**src/rtl/decomp_page_ctrl.sv**
```systemverilog
// Page-completion controller for the Snappy decompressor core.
// Follows one page from its first token until the token FIFO, every parser
// lane and every history RAM bank have stayed empty for a programmable
// quiet window, then raises page_finish until the output stage reports
// cleanup done. A drain timeout parks the controller in an error state
// with a sticky flag, and completed pages are counted modulo 2^PAGE_CNT_W.
module decomp_page_ctrl #(
  parameter int NUM_PARSER   = 6,
  parameter int NUM_RAM      = 16,
  parameter int QUIET_CYCLES = 16,
  parameter int TIMEOUT_W    = 20,
  parameter int PAGE_CNT_W   = 16
) (
  input  logic                  clk,
  input  logic                  rst_n,
  input  logic                  tf_empty,
  input  logic [NUM_PARSER-1:0] ps_empty,
  input  logic [NUM_RAM-1:0]    ram_empty,
  input  logic                  page_input_finish,
  input  logic                  cl_finish,
  input  logic [TIMEOUT_W-1:0]  timeout_limit,
  input  logic                  err_clear,
  output logic                  page_finish,
  output logic                  busy,
  output logic                  timeout_err,
  output logic [PAGE_CNT_W-1:0] page_count,
  output logic [2:0]            state_o
);

  localparam int QW = $clog2(QUIET_CYCLES + 1);
  localparam logic [QW-1:0] QUIET_MAX = QW'(QUIET_CYCLES);

  typedef enum logic [2:0] {
    IDLE   = 3'd0,
    RUN    = 3'd1,
    DRAIN  = 3'd2,
    FINISH = 3'd3,
    WRAP   = 3'd4,
    ERR    = 3'd5
  } state_t;

  state_t                state;
  state_t                state_d;
  logic                  input_done;
  logic                  input_done_d;
  logic [QW-1:0]         quiet_cnt;
  logic [QW-1:0]         quiet_cnt_d;
  logic [TIMEOUT_W-1:0]  timeout_cnt;
  logic [TIMEOUT_W-1:0]  timeout_cnt_d;
  logic                  all_empty_r;
  logic                  page_finish_d;
  logic                  timeout_err_d;
  logic [PAGE_CNT_W-1:0] page_count_d;
  logic                  quiet_hit;
  logic                  timeout_hit;

  assign busy    = (state != IDLE);
  assign state_o = state;

  // Next-state and next-register values; every register holds unless a state acts on it.
  always_comb begin
    state_d       = state;
    input_done_d  = input_done;
    quiet_cnt_d   = quiet_cnt;
    timeout_cnt_d = timeout_cnt;
    page_finish_d = page_finish;
    timeout_err_d = timeout_err;
    page_count_d  = page_count;
    quiet_hit     = (quiet_cnt == QUIET_MAX) && all_empty_r;
    timeout_hit   = (timeout_limit != '0) && (timeout_cnt == timeout_limit);

    case (state)
      IDLE: begin
        if (!tf_empty || input_done) begin
          state_d = RUN;
        end
      end
      RUN: begin
        if (input_done && tf_empty) begin
          state_d       = DRAIN;
          quiet_cnt_d   = '0;
          timeout_cnt_d = '0;
        end
      end
      DRAIN: begin
        if (!all_empty_r) begin
          quiet_cnt_d = '0;
        end else if (quiet_cnt != QUIET_MAX) begin
          quiet_cnt_d = quiet_cnt + QW'(1);
        end
        timeout_cnt_d = timeout_cnt + TIMEOUT_W'(1);
        if (quiet_hit) begin
          state_d       = FINISH;
          page_finish_d = 1'b1;
        end else if (timeout_hit) begin
          state_d       = ERR;
          timeout_err_d = 1'b1;
        end
      end
      FINISH: begin
        page_finish_d = 1'b1;
        if (cl_finish) begin
          page_finish_d = 1'b0;
          page_count_d  = page_count + PAGE_CNT_W'(1);
          state_d       = WRAP;
        end
      end
      WRAP: begin
        input_done_d  = 1'b0;
        quiet_cnt_d   = '0;
        timeout_cnt_d = '0;
        state_d       = IDLE;
      end
      ERR: begin
        page_finish_d = 1'b0;
        timeout_err_d = 1'b1;
        if (err_clear) begin
          timeout_err_d = 1'b0;
          input_done_d  = 1'b0;
          state_d       = IDLE;
        end
      end
      default: begin
        state_d = IDLE;
      end
    endcase

    // A new page's input-finish pulse beats the WRAP clear so back-to-back pages are not lost.
    if (page_input_finish && (state != ERR)) begin
      input_done_d = 1'b1;
    end
  end

  // State and datapath registers with synchronous active-low reset.
  always_ff @(posedge clk) begin
    if (!rst_n) begin
      state       <= IDLE;
      input_done  <= 1'b0;
      quiet_cnt   <= '0;
      timeout_cnt <= '0;
      all_empty_r <= 1'b0;
      page_finish <= 1'b0;
      timeout_err <= 1'b0;
      page_count  <= '0;
    end else begin
      state       <= state_d;
      input_done  <= input_done_d;
      quiet_cnt   <= quiet_cnt_d;
      timeout_cnt <= timeout_cnt_d;
      all_empty_r <= tf_empty & (&ps_empty) & (&ram_empty);
      page_finish <= page_finish_d;
      timeout_err <= timeout_err_d;
      page_count  <= page_count_d;
    end
  end

endmodule

```
**config.mk**
```make
export PLATFORM = sky130hd
export DESIGN_NAME = decomp_page_ctrl
export DESIGN_NICKNAME = d
export VERILOG_FILES = /design/src/rtl/decomp_page_ctrl.sv
export SDC_FILE = /design/constraint.sdc
export NUM_CORES = 1
export LEC_CHECK = 0
export BUFFER_PORTS_ARGS = -buffer_cell sky130_fd_sc_hd__buf_4
export CAP_MARGIN = 5
export CORE_MARGIN = 4
export CORE_UTILIZATION = 30
export CTS_BUF_LIST = sky130_fd_sc_hd__clkbuf_4
export DETAILED_ROUTE_END_ITERATION = 16
export SLEW_MARGIN = 20
export SYNTH_ARGS = -nofsm -noshare
export SYNTH_HDL_FRONTEND = slang
export SYNTH_SLANG_ARGS = --single-unit
```
**constraint.sdc**
```tcl
create_clock -name clk -period 1.65 [get_ports clk]
set_clock_uncertainty 0.05 [all_clocks]
set_input_delay 0 -clock clk [delete_from_list [all_inputs] [get_ports clk]]
set_output_delay 0 -clock clk [all_outputs]
set_load 0.01 [all_outputs]
```
# Yosys cells after proc, flatten, opt, wreduce, memory -nomap -nowiden

Index checks and enable logic that the tools add are counted.

RAM bits: 0
Register bits after elaboration: 48
Latch bits: 0
Bits of input ports: 48
Memories kept: 0
Output and inout bits: 22
Memory bits (read-only): 0

Multiply operators: 0
$lt $le $gt $ge: 0
Shift-type cells: 0
Bitwise operators: 2
Reductions and logical operators: 22
Mux-type cells: 23
Equal/unequal tests: 19
Add/sub/neg operators: 3
Div/mod/pow operators: 0

Operators by type and width:

| cell                  | count |
|---|---|
| $pmux 20 s3           | 1 |
| $add 20x1->20 const B | 1 |
| $eq 20x20->1          | 1 |
| $mux 20               | 1 |
| $reduce_bool 20->1    | 1 |
| $mux 3                | 6 |
| $add 16x1->16 const B | 1 |
| $reduce_and 16->1     | 1 |
| $mux 5                | 3 |
| $pmux 3 s5            | 1 |
| $pmux 5 s3            | 1 |
| $ne 2x2->1 const B    | 7 |
| $ne 3x3->1 const B    | 4 |
| $reduce_bool 3->1     | 4 |
| $reduce_and 2->1      | 4 |
| $mux 1                | 7 |
| $eq 3x2->1 const B    | 2 |
| $eq 3x3->1 const B    | 2 |
| $reduce_and 3->1      | 2 |
| $reduce_and 6->1      | 1 |
| $add 5x1->5 const B   | 1 |
| $eq 5x5->1 const B    | 1 |
| $ne 5x5->1 const B    | 1 |
| $reduce_and 5->1      | 1 |
| 9 further kinds       | 14 |

# Longest topological paths before layout

Depth after elaboration: 5
Depth in mapped cells: 7
Depth with buffers taken out: 7

# Worst setup path after synthesis

Ideal clock, no wire load.

Path kind: register to register
From: reg state[1], in the netlist state_o[1]
To: reg timeout_err
Stages on the path, launching flop included: 6
Period minus slack after synthesis: 1.765 ns
Data arrival time: 1.645 ns
Setup time: 0.070 ns
Setup slack: -0.115 ns
Path through: dfxtp_1 buf_6 or3b_4 a31oi_4 or4b_1 a21boi_1

Word-level cells in the longest chain between the ends: 3
Elaborated cells on any way between the ends: 7

Ends and longest elaborated chain:

| item                                                                    | line | text |
|---|---|---|
| start: declaration                                                      | 42   | `state_t state;` |
| start signal: assignment                                                | 146  | `state <= state_d;` |
| $eq 3x2->1 / $eq 3x3->1 (equally long branches)                         | 72   | `case (state)` |
| $ne 2x2->1 (no source line) / $reduce_bool 2->1 (equally long branches) | n/a  |  |
| $reduce_and 3->1 (no source line)                                       | n/a  |  |
| end signal: assignment                                                  | 152  | `timeout_err <= timeout_err_d;` |
| end: declaration                                                        | 25   | `output logic timeout_err,` |

Parallel ways exist; a longest one is shown, timed or not.
A chain may end at the register's enable or synchronous reset.

# Worst setup path in the final report

From: reg state[1], in the netlist state_o[1]
To: reg timeout_cnt[5]

Word-level cells in the longest chain between the ends: 3
Elaborated cells on any way between the ends: 7

Ends and longest elaborated chain:

| item                                                                    | line | text |
|---|---|---|
| $eq 3x1->1 (tied with other cells)                                      | 72   |  |
| $ne 2x2->1 (no source line) / $reduce_bool 3->1 (equally long branches) | n/a  |  |
| $reduce_and 2->1 (no source line)                                       | n/a  |  |
| end signal: assignment                                                  | 149  | `timeout_cnt <= timeout_cnt_d;` |
| end: declaration                                                        | 48   | `logic [TIMEOUT_W-1:0] timeout_cnt;` |

Parallel ways exist; a longest one is shown, timed or not.

==> flow_summary.yaml <==
power:
  ir_drop_v: 0.000336
  cellPowerDensity_mw_per_mm2: 539
  power_frac_comb: 0.175
  swShare: 0.255
  pwr-share-clk: 0.309
  netSwitchingPower_uw: 588
  p_int_uw: 1720
  p_leak_uw: 0.00183
  p_seq_frac: 0.516
final_layout:
  fillers: 823
  final_cell_mix: "112 x buf_4, 33 x dfxtp_1, 30 x xor2_1"
  syn_to_final_growth_pct: 60.4
  drive_gt1_frac: 0.414
  num-nets-final: 495
  final_common_cell: "buf_4"
routing:
  wl_met1_um: 3220
  wl_met3_um: 244
  drc_errors: 0
  dr.pass1.iters: 5
  first_iter_violations: 102
  met2_wirelength_um: 4170
  top_layer_used: "met4"
  finalWirelength_um: 7760
  drt.antenna.violating_nets: 0
  num_vias: 2710
  vias_per_cell: 4.90
  wl_per_cell_um: 14.0
worst_setup_path:
  cp_common_cell: "buf_6"
  cpMaxStageDelayCell: "dfxtp_2"
  path_max_fanout: 6
  cp_data_required_time_ns: 1.87
  cp-startpoint: "state_o[1]"
  slowest_delay_ns: 0.41
  startpoint_type: "flop"
  reg2reg_from: "state_o[1]"
  path_cells: "and4b_2 -> o31ai_4 -> buf_6 -> buf_6 -> nor3b_2 -> xnor2_1 -> nor2_1"
  cp.arrival_ns: 1.93
  critical_path_class: "reg2reg"
  end_kind: "flop"
global_route:
  grt_pass1_wl_um: 12000
  grt_usage: 0.142
  gr-total-overflow: 0
  grt_max_degree: 26
  grt_pass1_vias: 2673
  antenna_found_initial: 1
timing:
  tightest_slew_ns: 0.574
  setup_viol: 5
  hold_viol: 0
  max_freq_mhz: 586
  setup_tns_ns: -0.129
  relSlewSlack: 0.616
  rsz0062_at_grt: "yes"
  drv_slew: 0
  min_period_ns: 1.71
  period_share: 1.03
  worst_slack_ns: -0.0571
status:
  status: "finished with violations"
  violations: "setup timing"
clocking:
  cts_tree: "built"
  clk_pin_slew_ns: 0.15
  ctsHtreeMaxLevel: 2
  cts_root_buffer: "clkbuf_4"
  cts.sinks: 48
  clock_latency_ns: 0.36
  cts_made_buffers: 5
  clock_path_buffers: 2
hold_path:
  worstHoldPathType: "in2reg"
  hold_start: "cl_finish"
die:
  ios: 70
  num_rows: 34
  dieArea_mm2: 0.0105
  coreArea_mm2: 0.00868
  fp.dieW_um: 102
  fp.dieH_um: 102
  start_util: 0.307
yosys:
  synth_nets: 355
  yosysUniqueCellTypes: 45
  synth_area_mm2: 0.00267
  netlist_instances: 303
  synth_edf_count: 0
  dominantRegCellSynth: "dfxtp_1"
  synth_area_per_cell_um2: 8.80
  yosysWarnings: 0
  yosysSeqAreaShare: 0.360
  ys_seq_elements: 48
  async_flop_share: 0
placed_design:
  port_buffers: 69
  gp_congestion: 0.845
  dp_hpwl_um: 5380
  dp_slack_ns: -0.137
flow_run:
  cap_violations: 0
-- registers in the layout, summed over array words and instances (netlist names) --
signal	cells
page_count	16
timeout_err	1
quiet_cnt	5
state_o	3
input_done	1
page_finish	1
timeout_cnt	20
all_empty_r	1
-- routing by layer --
metal,vias up,track usage
li1,1358,-
met1,1289,0.167
met2,53,0.255
met3,10,0.0294
met4,0,0.0494
met5,-,0
-- cells in the mapped netlist, types with 8 or more instances --
cell type   n  share of area
nor4_1     13          0.031
nand2_1    19          0.027
xnor2_1    27          0.089
nand4_1    16          0.038
nor3_1     10          0.019
o21ai_0    11          0.021
and2_1     15          0.035
nor2_1     27          0.038
nand3_1    11          0.021
dfxtp_1    48           0.36
inv_1       8          0.011
xor2_1     30          0.099
-- worst paths after layout --
| check | endpoint | cells after the start | slack, ns |
|---|---|---|---|
| max | timeout_cnt[5] | 7 | -0.06 |
| min reg2reg | page_finish | 1 | 0.48 |
| min | page_finish | 5 | 0.07 |
| max reg2reg | timeout_cnt[5] | 7 | -0.06 |
-- power groups by stage --
| stage | registers [uW] | clock network, uW | logic (uW) |
|---|---|---|---|
| 2_1_floorplan | 1210 | 0 | 128 |
| 3_3_place_gp | 1210 | 0 | 316 |
| 3_5_place_dp | 1210 | 0 | 318 |
| 4_1_cts | 1190 | 742 | 363 |
| 5_1_grt | 1190 | 791 | 433 |
| 6_report | 1190 | 713 | 403 |
-- area by class of cell --
| type | instances | area, um^2 | share of cell area |
|---|---|---|---|
| multi-input cells | 238 | 1880 | 0.439 |
| repair buffers | 142 | 1170 | 0.273 |
| flip-flops and latches | 48 | 982 | 0.230 |
| well taps | 108 | 135 | 0.0316 |
| clock inverters | 3 | 42.5 | 0.00994 |
| clock buffers | 5 | 37.5 | 0.00877 |
| inverters | 8 | 30.0 | 0.00702 |
| diodes | 1 | 2.50 | 0.000585 |
-- repair_timing --
action | 4_1_cts | 5_1_grt
cloned | 0 | 1
setup buffers | 1 | 3
hold buffers | 22 | 0
pin swaps | 6 | 21
hold endpoints to repair | 22 | 0
setup endpoints to repair | 21 | 37
resized for setup | 13 | 60
-- per-stage QoR --
stage | instance area, um^2 | power [uW] | hold slack (ns) | cells | util
floorplan | 2670 | 1340 | 0.0833 | 303 | -
global placement | 3630 | 1520 | 0.218 | 517 | 0.418
detailed placement | 3630 | 1530 | 0.217 | 517 | 0.418
CTS | 3990 | 2290 | 0.0602 | 548 | 0.459
global route | 4280 | 2420 | 0.112 | 553 | 0.493
finish | 4280 | 2310 | 0.0739 | 553 | 0.493
-- kinds of logic after synthesis --
logic type,Yosys count,synth area share
simple gates,143,0.311
xor+xnor,57,0.187
flops,48,0.360
compound gates,32,0.0845
buf+inv,17,0.0305
fa+ha+maj,4,0.0188
mux,2,0.00751
-- worst max-delay path, delay by kind of cell, from the launching register on --
family	cells	cell delay [ns]
AOI/OAI and AO/OA	1	0.32
xor gates and xnor gates	1	0.16
buffers and inverters	2	0.30
DFF	1	0.41
and+or+nand+nor	3	0.39
Note: power is estimated with default switching activity, not from simulation.
